$ cat config.mk
export PLATFORM = sky130hd
export DESIGN_NAME = urv_writeback
export DESIGN_NICKNAME = d
export VERILOG_FILES = /design/src/rtl/urv_writeback_pkg.sv /design/src/rtl/urv_load_align.sv /design/src/rtl/urv_writeback.sv
export SDC_FILE = /design/constraint.sdc
export NUM_CORES = 1
export LEC_CHECK = 0
export BUFFER_PORTS_ARGS = -buffer_cell sky130_fd_sc_hd__buf_2
export CORE_MARGIN = 3
export CORE_UTILIZATION = 25
export DETAILED_ROUTE_END_ITERATION = 12
export GPL_ROUTABILITY_DRIVEN = 0
export PLACE_DENSITY = 0.48
export SLEW_MARGIN = 20
export SYNTH_ARGS = -nofsm -noshare
export SYNTH_HDL_FRONTEND = slang
export SYNTH_SLANG_ARGS = --single-unit
$ cat constraint.sdc
create_clock -name clk_i -period 5.5 [get_ports clk_i]
set_clock_uncertainty 0.2 [all_clocks]
set_input_delay 0 -clock clk_i [delete_from_list [all_inputs] [get_ports clk_i]]
set_output_delay 0 -clock clk_i [all_outputs]
set_load 0.01 [all_outputs]
$ cat src/rtl/urv_writeback_pkg.sv
// Shared definitions for the uRV writeback stage: load width codes,
// rd source select codes and the writeback FSM state encoding.
package urv_writeback_pkg;

    // Load/store width and sign codes carried in x_fun_i
    localparam logic [2:0] LDST_B  = 3'b000;
    localparam logic [2:0] LDST_H  = 3'b001;
    localparam logic [2:0] LDST_L  = 3'b010;
    localparam logic [2:0] LDST_BU = 3'b100;
    localparam logic [2:0] LDST_HU = 3'b101;

    // Source of the rd value for non-load instructions
    localparam logic [1:0] RD_SOURCE_ALU      = 2'b00;
    localparam logic [1:0] RD_SOURCE_SHIFTER  = 2'b01;
    localparam logic [1:0] RD_SOURCE_MULTIPLY = 2'b10;
    localparam logic [1:0] RD_SOURCE_CSR      = 2'b11;

    // Writeback FSM: waiting for nothing, waiting for load data,
    // or holding load data that arrived while the pipeline was stalled
    typedef enum logic [1:0] {
        ST_IDLE = 2'b00,
        ST_WAIT = 2'b01,
        ST_HELD = 2'b10
    } wb_state_t;

endpackage

$ cat src/rtl/urv_load_align.sv
// Extracts the addressed byte/halfword from a 32-bit load word and
// sign- or zero-extends it according to the load width code.
module urv_load_align
    import urv_writeback_pkg::*;
(
    input  logic [2:0]  fun,
    input  logic [1:0]  addr,
    input  logic [31:0] data,
    output logic [31:0] result
);

    logic [7:0]  byte_sel;
    logic [15:0] half_sel;

    // Pick the byte and halfword lanes addressed by the low address bits
    always_comb begin
        byte_sel = data[7:0];
        case (addr)
            2'd0: byte_sel = data[7:0];
            2'd1: byte_sel = data[15:8];
            2'd2: byte_sel = data[23:16];
            2'd3: byte_sel = data[31:24];
            default: byte_sel = data[7:0];
        endcase
        half_sel = addr[1] ? data[31:16] : data[15:0];
    end

    // Extend the selected lane; unknown width codes fall back to a full word
    always_comb begin
        result = data;
        case (fun)
            LDST_B:  result = {{24{byte_sel[7]}}, byte_sel};
            LDST_BU: result = {24'h0, byte_sel};
            LDST_H:  result = {{16{half_sel[15]}}, half_sel};
            LDST_HU: result = {16'h0, half_sel};
            LDST_L:  result = data;
            default: result = data;
        endcase
    end

endmodule

$ cat src/rtl/urv_writeback.sv
// uRV writeback stage: waits for load data, aligns it, selects the final
// rd value and issues one registered register-file write per retired
// instruction. Load data returning during a global stall is parked in a
// one-entry holding register until the stall releases.
module urv_writeback
    import urv_writeback_pkg::*;
(
    input  logic        clk_i,
    input  logic        rst_i,

    input  logic        w_stall_i,
    output logic        w_stall_req_o,

    input  logic        x_valid_i,
    input  logic [2:0]  x_fun_i,
    input  logic        x_load_i,
    input  logic        x_store_i,
    input  logic [4:0]  x_rd_i,
    input  logic        x_rd_write_i,
    input  logic [1:0]  x_rd_source_i,
    input  logic [31:0] x_rd_value_i,
    input  logic [31:0] x_rd_shifter_i,
    input  logic [31:0] x_rd_multiply_i,
    input  logic [31:0] x_dm_addr_i,

    input  logic [31:0] dm_data_l_i,
    input  logic        dm_load_done_i,

    output logic [4:0]  rf_rd_o,
    output logic [31:0] rf_rd_value_o,
    output logic        rf_rd_write_o
);

    wb_state_t   state_q;
    wb_state_t   state_d;
    logic [31:0] hold_q;
    logic        capture;
    logic        data_avail;
    logic [31:0] load_data;
    logic [31:0] load_aligned;
    logic [31:0] rd_value;
    logic        retire;
    logic        write_en;

    // Stores retire without waiting, so the store flag and the upper
    // address bits have no effect on writeback
    logic unused_inputs;
    assign unused_inputs = ^{x_store_i, x_dm_addr_i[31:2]};

    // Load data is usable either straight off the bus or from the holding register
    assign data_avail = dm_load_done_i | (state_q == ST_HELD);
    assign load_data  = (state_q == ST_HELD) ? hold_q : dm_data_l_i;

    urv_load_align u_load_align (
        .fun    (x_fun_i),
        .addr   (x_dm_addr_i[1:0]),
        .data   (load_data),
        .result (load_aligned)
    );

    // Final rd value: aligned load data, otherwise the selected execute result
    always_comb begin
        rd_value = x_rd_value_i;
        if (x_load_i) begin
            rd_value = load_aligned;
        end else begin
            case (x_rd_source_i)
                RD_SOURCE_SHIFTER:  rd_value = x_rd_shifter_i;
                RD_SOURCE_MULTIPLY: rd_value = x_rd_multiply_i;
                default:            rd_value = x_rd_value_i;
            endcase
        end
    end

    // Retire and write-enable decisions; x0 is never written
    assign retire   = x_valid_i & ~w_stall_i & (~x_load_i | data_avail);
    assign write_en = retire & x_rd_write_i & (x_rd_i != 5'd0);

    // Ask for a stall only while a load's data has neither arrived nor been parked
    assign w_stall_req_o = x_valid_i & x_load_i & ~data_avail;

    // Next-state logic and decision to park returning load data
    always_comb begin
        state_d = state_q;
        capture = 1'b0;
        case (state_q)
            ST_IDLE: begin
                if (x_valid_i && x_load_i) begin
                    if (!dm_load_done_i) begin
                        state_d = ST_WAIT;
                    end else if (w_stall_i) begin
                        capture = 1'b1;
                        state_d = ST_HELD;
                    end
                end
            end
            ST_WAIT: begin
                if (dm_load_done_i) begin
                    if (w_stall_i) begin
                        capture = 1'b1;
                        state_d = ST_HELD;
                    end else begin
                        state_d = ST_IDLE;
                    end
                end
            end
            ST_HELD: begin
                if (!w_stall_i) begin
                    state_d = ST_IDLE;
                end
            end
            default: state_d = ST_IDLE;
        endcase
    end

    // State register and load data holding register
    always_ff @(posedge clk_i or posedge rst_i) begin
        if (rst_i) begin
            state_q <= ST_IDLE;
            hold_q  <= 32'h0;
        end else begin
            state_q <= state_d;
            if (capture) begin
                hold_q <= dm_data_l_i;
            end
        end
    end

    // Register-file write port: write strobe pulses per retire, index/data hold otherwise
    always_ff @(posedge clk_i or posedge rst_i) begin
        if (rst_i) begin
            rf_rd_o       <= 5'd0;
            rf_rd_value_o <= 32'h0;
            rf_rd_write_o <= 1'b0;
        end else begin
            rf_rd_write_o <= write_en;
            if (retire) begin
                rf_rd_o       <= x_rd_i;
                rf_rd_value_o <= rd_value;
            end
        end
    end

endmodule

==> impl_metrics.py, run 1 <==
metrics = {
    "run_status": {
        "status": "complete, no violations",
    },
    "logic_synthesis": {
        "synth_seq_cells": 72,
        "synthFlopType": "dfrtp_1",
        "async_flop_share": 1.00,
        "seq_area_frac_synth": 0.382,
        "synth_nets": 630,
        "avgSynthCellArea_um2": 10.5,
        "synth-edff-count": 0,
        "synth_cell_types": 44,
        "synthCells": 450,
        "yosys_warnings": 0,
        "netlist_area_um2": 4710,
    },
    "pwr": {
        "leakagePower_nw": 2.91,
        "ir_drop_mv": 0.133,
        "p_total_mw": 1.98,
        "powerDensity_nw_per_um2": 290,
    },
    "floorplan": {
        "start_util": 0.258,
        "die_h_um": 143,
        "die_x_um": 143,
        "fp.coreArea_um2": 18300,
        "num_rows": 49,
        "dieArea_um2": 20500,
        "io_pins": 217,
    },
    "sta": {
        "finalMaxSlewViolations": 0,
        "maxSlewHeadroom": 0.351,
        "worstMarginPinSlew_ps": 974,
        "final-hold-violation-count": 0,
        "setup_tns_ps": 0,
        "rsz0062_at_grt": "false",
        "max_freq_ghz": 0.296,
        "fin_crit_ps": 3380,
        "fin_ws_ps": 2120,
        "finalSetupViolations": 0,
        "worst_hold_slack_ps": 8.19,
        "fin_crit_sh": 0.614,
    },
    "final_layout": {
        "num_antenna_cells": 0,
        "area_delta_synth_final_pct": 44.6,
        "final_nets": 861,
        "layout-drive-gt1-share": 0.431,
        "final_util": 0.373,
    },
    "worst_setup_path": {
        "cp-end-kind": "register",
        "r2r-end": "rf_rd_value_o[30]$_DFFE_PP0P_",
        "critPathKind": "reg2reg",
        "critPathRequiredTime_ps": 5510,
        "worstPathArrival_ps": 3390,
        "r2r_start": "state_q[1]$_DFFE_PP0P_",
        "start_kind": "register",
        "rr_worst_depth": 6,
        "reg2reg_slack_ps": 2120,
        "critPathMaxFanout": 38,
    },
    "placed_design": {
        "hpwl_um": 12700,
        "post-place-ws_ps": 2650,
        "io_buffers": 185,
    },
    "clock_network": {
        "cts_tree": "done",
        "h-tree-depth": 3,
        "cts_resized": 0,
        "cts.sink_count": 72,
        "cts_root_buffer": "clkbuf_16",
        "clk_pin_slew_ps": 60,
        "cts-buffers-inserted": 9,
        "insertion_delay_ps": 330,
        "clock_path_buffers": 2,
    },
    "routing": {
        "drtIter0Drc": 256,
        "route.detailed.drc": 0,
        "wl_per_cell_um": 18.3,
        "postRouteAntennaNets": 0,
        "via_count": 4567,
        "vias_per_cell": 4.99,
        "dr.pass1.iters": 4,
        "wl_um": 16800,
    },
    "global_route": {
        "grt_pass1_vias": 4455,
        "antenna_found_initial": 1,
        "grt_overflow": 0,
        "grt_pass1_wl_um": 25000,
        "grt_start_max_net_pins": 73,
        "grt.total_usage": 0.156,
    },
    "min_path": {
        "holdPathEnd": "rf_rd_value_o[10]$_DFFE_PP0P_",
        "worstHoldPathType": "in2reg",
        "hp-start": "x_rd_value_i[10]",
        "hold_depth": 5,
    },
    "job": {
        "drv_cap": 0,
    },
}
[synthesized netlist by cell type, types with 2 or more instances]
library cell,count,share of area
a221oi_1,9,0.017
a22oi_1,24,0.038
o22ai_1,8,0.011
clkbuf_1,22,0.018
o21ai_0,15,0.016
mux4_2,10,0.048
a21oi_1,2,0.0021
mux2_2,70,0.17
nor3_1,12,0.013
buf_6,2,0.0048
nor2b_1,10,0.013
mux2i_1,24,0.051
dfrtp_1,72,0.38
o211ai_1,24,0.038
a31oi_1,17,0.023
inv_1,8,0.0064
ha_1,2,0.0053
buf_2,11,0.012
a21boi_0,7,0.011
o221ai_1,7,0.013
buf_4,4,0.0064
nand2b_1,3,0.0040
a32oi_1,2,0.0037
nand2_1,44,0.035
nand3_1,2,0.0021
nor2_1,15,0.012
o2111ai_1,7,0.013
[sequential cells by signal, indices dropped and copies added, names as in the netlist]
register and count:
rf_rd_o 5, state_q 2, hold_q 32, rf_rd_write_o 1, rf_rd_value_o 32
[power breakdown]
group          switching [mW]  internal, mW
Sequential             0.0749         0.664
Combinational           0.290         0.310
Clock                   0.228         0.410
[area by class of cell]
| class | count | area, µm² |
|---|---|---|
| clock buffers | 11 | 243 |
| flip-flops and latches | 72 | 1800 |
| inverters | 9 | 33.8 |
| clock inverters | 5 | 78.8 |
| multi-input cells | 330 | 2720 |
| repair buffers | 259 | 1650 |
| well taps | 229 | 287 |
| fillers | 1821 | 11500 |
[cells in the final DEF, fill, tap and decap left out, types with 2 or more instances in the layout]
master           n
a32oi_1          2
a22oi_1         24
a31oi_1         17
o22ai_1          8
ha_2             2
buf_4            5
dlygate4sd3_1   69
o221ai_1         7
bufinv_16        2
mux4_2          10
a21oi_1          2
clkbuf_16        9
o2111ai_1        7
o211ai_1        24
nor2_1          15
nand2_1         44
buf_2          185
nor2b_1         10
a21boi_0         7
dfrtp_1         72
mux2_2          70
mux2i_1         24
nor3_1          12
nand2b_1         2
o21ai_0         15
clkinv_2         2
inv_1            7
a221oi_1         9
nand3_1          2
[repair_timing]
| action | CTS | global route |
|---|---|---|
| endpoints found under the hold margin | 140 | 0 |
| setup buffers | 0 | 0 |
| hold buffers | 69 | 0 |
[kinds of logic (layout without fill, tap and decap cells)]
| kind of cell | count (synthesis) | after routing | share of synthesized area |
|---|---|---|---|
| AO/OA/AOI/OAI | 133 | 133 | 0.212 |
| multiplexers | 104 | 104 | 0.266 |
| AND/OR/NAND/NOR | 91 | 91 | 0.0871 |
| flip-flops | 72 | 72 | 0.382 |
| buffers and inverters | 48 | 284 | 0.0475 |
| adder cells (fa/ha/maj) | 2 | 2 | 0.00531 |
[routing by layer]
layer | vias to the layer above | track usage | part of all wire
li1 | 2204 | - | -
met2 | 161 | 0.253 | 0.45
met3 | 16 | 0.0333 | 0.069
met5 | - | 0 | 0.00042
met4 | 2 | 0.0421 | 0.014
met1 | 2184 | 0.213 | 0.47
[per-stage QoR]
step | area, µm² | cells
2_1_floorplan | 4710 | 450
3_3_place_gp | 5800 | 830
3_5_place_dp | 5800 | 830
4_1_cts | 6810 | 915
5_1_grt | 6820 | 915
6_report | 6820 | 915
[worst max path at each step]
stage,from,to,slack (ps)
final,state_q[1]$_DFFE_PP0P_,rf_rd_value_o[30]$_DFFE_PP0P_,2120
after global routing,state_q[1]$_DFFE_PP0P_,rf_rd_value_o[20]$_DFFE_PP0P_,1950
after CTS,state_q[1]$_DFFE_PP0P_,rf_rd_value_o[17]$_DFFE_PP0P_,2130
after detailed placement,state_q[1]$_DFFE_PP0P_,rf_rd_value_o[21]$_DFFE_PP0P_,2650
after global placement,state_q[1]$_DFFE_PP0P_,rf_rd_value_o[19]$_DFFE_PP0P_,2700
after floorplan,rst_i,hold_q[0]$_DFFE_PP0P_,3480
[critical path, cell delays in order (launching register included)]
cell and delay [ps]:
dfrtp_1 440, nand2b_2 220, buf_4 490, mux4_2 630, a31oi_4 500, a31oi_1 160, dlygate4sd3_1 600
Power figures use the tool's default switching activity.
==> inputs of run 2 (changes only) <==
--- a/config.mk
+++ b/config.mk
@@ -10,7 +10,7 @@
 export CORE_UTILIZATION = 25
 export DETAILED_ROUTE_END_ITERATION = 12
 export GPL_ROUTABILITY_DRIVEN = 0
-export PLACE_DENSITY = 0.48
+export PLACE_DENSITY = 0.5
 export SLEW_MARGIN = 20
 export SYNTH_ARGS = -nofsm -noshare
 export SYNTH_HDL_FRONTEND = slang
==> constraint.sdc (replaced) <==
create_clock -name clk_i -period 3.04 [get_ports clk_i]
set_clock_uncertainty 0.2 [all_clocks]
set_input_delay 0 -clock clk_i [delete_from_list [all_inputs] [get_ports clk_i]]
set_output_delay 0 -clock clk_i [all_outputs]
set_load 0.01 [all_outputs]
==> run 2 against run 1 <==
The run now ends with negative hold slack left. Via count is 0.59% higher. Fmax is 18% higher. First-iteration DRC count is 28% lower. Largest cell class unchanged. Power is 73% higher. Die area stayed put. Non-clock buffer count is 4 higher. Combinational power is 82% higher. Critical endpoint is now rf_rd_value_o[31]$_DFFE_PP0P_. Sequential power is 81% higher. Global-route usage is 0.18 points higher.
==> impl_metrics.py, run 2 (synthesis gave the netlist of run 1 again) <==
metrics = {
    "run_status": {
        "status": "finished, violations left",
        "violations": "negative hold slack",
    },
    "sta": {
        "finalMaxSlewViolations": 0,
        "setup_tns_ps": 0,
        "fin_ws_ps": 173,
        "worstMarginPinSlew_ps": 820,
        "fin_crit_ps": 2870,
        "maxSlewHeadroom": 0.453,
        "rsz0062_at_grt": "false",
        "finalSetupViolations": 0,
        "max_freq_ghz": 0.349,
        "fin_crit_sh": 0.943,
        "worst_hold_slack_ps": -16.2,
        "final-hold-violation-count": 2,
    },
    "final_layout": {
        "final_common_cell": "buf_2",
        "layout-drive-gt1-share": 0.433,
        "mostFrequentLayoutCells": "185 x buf_2, 72 x dfrtp_1, 70 x mux2_2, 70 x dlygate4sd3_1, 44 x nand2_1",
        "largestRegisters": "hold_q x32, rf_rd_value_o x32, rf_rd_o x5",
        "area_delta_synth_final_pct": 44.8,
        "num_antenna_cells": 0,
        "n_fill_cell": 1825,
        "final_nets": 865,
    },
    "routing": {
        "wl_per_cell_um": 18.4,
        "wl_um": 16900,
        "via_count": 4594,
        "vias_per_cell": 5.00,
        "postRouteAntennaNets": 0,
        "drtIter0Drc": 185,
        "dr.pass1.iters": 4,
        "route.detailed.drc": 0,
    },
    "pwr": {
        "p_int_mw": 2.36,
        "p_total_mw": 3.41,
        "leakagePower_nw": 2.91,
        "powerDensity_nw_per_um2": 500,
        "clkPwrFrac": 0.286,
        "seq_power_share": 0.393,
        "p_switching_mw": 1.05,
        "ir_drop_mv": 0.240,
        "comb_power_share": 0.320,
        "switching_share": 0.309,
    },
    "worst_setup_path": {
        "start_kind": "register",
        "cp_top_family": "compound AO/OA/AOI/OAI gates",
        "critPathMaxFanout": 16,
        "worstPathBufferInverterCount": 1,
        "cp-end-kind": "register",
        "worstPathCellList": "nand2b_2 > mux4_2 > a31oi_4 > a31oi_1 > dlygate4sd3_1",
        "slowest_stage": "dlygate4sd3_1",
        "critPathMaxStageDelay_ps": 610,
        "worstPathArrival_ps": 2880,
        "critPathKind": "reg2reg",
        "critPathRequiredTime_ps": 3050,
    },
    "clock_network": {
        "h-tree-depth": 3,
        "insertion_delay_ps": 330,
        "cts_root_buffer": "clkbuf_16",
        "cts_tree": "done",
        "cts.sink_count": 72,
        "clock_path_buffers": 2,
        "cts-buffers-inserted": 9,
        "clk_pin_slew_ps": 60,
    },
    "floorplan": {
        "die_h_um": 143,
        "fp.coreArea_um2": 18300,
        "dieArea_um2": 20500,
        "start_util": 0.258,
        "io_pins": 217,
        "num_rows": 49,
        "die_x_um": 143,
    },
    "job": {
        "drv_cap": 0,
    },
    "global_route": {
        "antenna_found_initial": 0,
        "grt_start_max_net_pins": 48,
        "grt_pass1_wl_um": 25400,
        "grt_overflow": 0,
        "grt.total_usage": 0.158,
        "grt_pass1_vias": 4568,
    },
    "placed_design": {
        "post-place-ws_ps": 702,
        "io_buffers": 185,
        "hpwl_um": 13000,
    },
    "min_path": {
        "worstHoldPathType": "in2reg",
    },
}
## run 2: cell count changes in the layout (fill, tap and decap cells not counted), sizes merged
cell / previous run / this run
clkbuf: 11 / 12
buf: 190 / 193
dlygate4sd3: 69 / 70
clkinvlp: 0 / 1
bufinv: 2 / 0
inv: 9 / 8
## run 2: path summary, 6_finish.rpt
kind,slack (ps),end,start,cells after the start
setup reg to reg,170,rf_rd_value_o[31]$_DFFE_PP0P_,state_q[1]$_DFFE_PP0P_,5
hold reg to reg,300,hold_q[2]$_DFFE_PP0P_,hold_q[2]$_DFFE_PP0P_,1
hold / removal,-20,rf_rd_value_o[14]$_DFFE_PP0P_,x_rd_value_i[14],5
min in group asynchronous,80,hold_q[31]$_DFFE_PP0P_,rst_i,3
setup / recovery,170,rf_rd_value_o[31]$_DFFE_PP0P_,state_q[1]$_DFFE_PP0P_,5
max in group asynchronous,1770,rf_rd_value_o[24]$_DFFE_PP0P_,rst_i,4
## run 2: final cells by class
cell class / instances / area (µm²) / share of cell area
clock inverters: 3 / 17.5 / 0.00257
inverters: 9 / 33.8 / 0.00495
well taps: 229 / 287 / 0.0420
repair buffers: 263 / 1710 / 0.251
multi-input cells: 330 / 2720 / 0.398
clock buffers: 12 / 256 / 0.0376
flip-flops and latches: 72 / 1800 / 0.264
## run 2: stage by stage
stage | util | instances | area [µm²]
after floorplan | - | 450 | 4710
after global placement | 0.320 | 833 | 5850
after detailed placement | 0.320 | 833 | 5850
after CTS | 0.374 | 918 | 6820
after global routing | 0.374 | 918 | 6830
final | 0.374 | 918 | 6830
## run 2: worst register-to-register path: stages, from the launching register on
cell           delay [ps]
dfrtp_1               450
nand2b_2              290
mux4_2                600
a31oi_4               460
a31oi_1               150
dlygate4sd3_1         610
## run 2: power by group through the flow
stage | clock [mW] | combinational (mW) | sequential (mW)
2_1_floorplan | 0 | 0.566 | 1.38
3_3_place_gp | 0 | 0.998 | 1.34
3_5_place_dp | 0 | 1.02 | 1.36
4_1_cts | 1.01 | 1.10 | 1.34
5_1_grt | 1.04 | 1.19 | 1.38
6_report | 0.976 | 1.09 | 1.34
## run 2: metal layers
layer  GRT usage  vias up  wire, µm
met1       0.215     2186      7750
met2       0.253      177      7830
li1            -     2212         -
met3      0.0336       19      1040
met4      0.0476        0       253
met5           0        -         0
## run 2: timing repair
action / 4_1_cts / 5_1_grt
hold buffers: 70 / 0
buffers inserted: 0 / 0
endpoints found under the hold margin: 97 / 0
gates resized for setup: 0 / 0
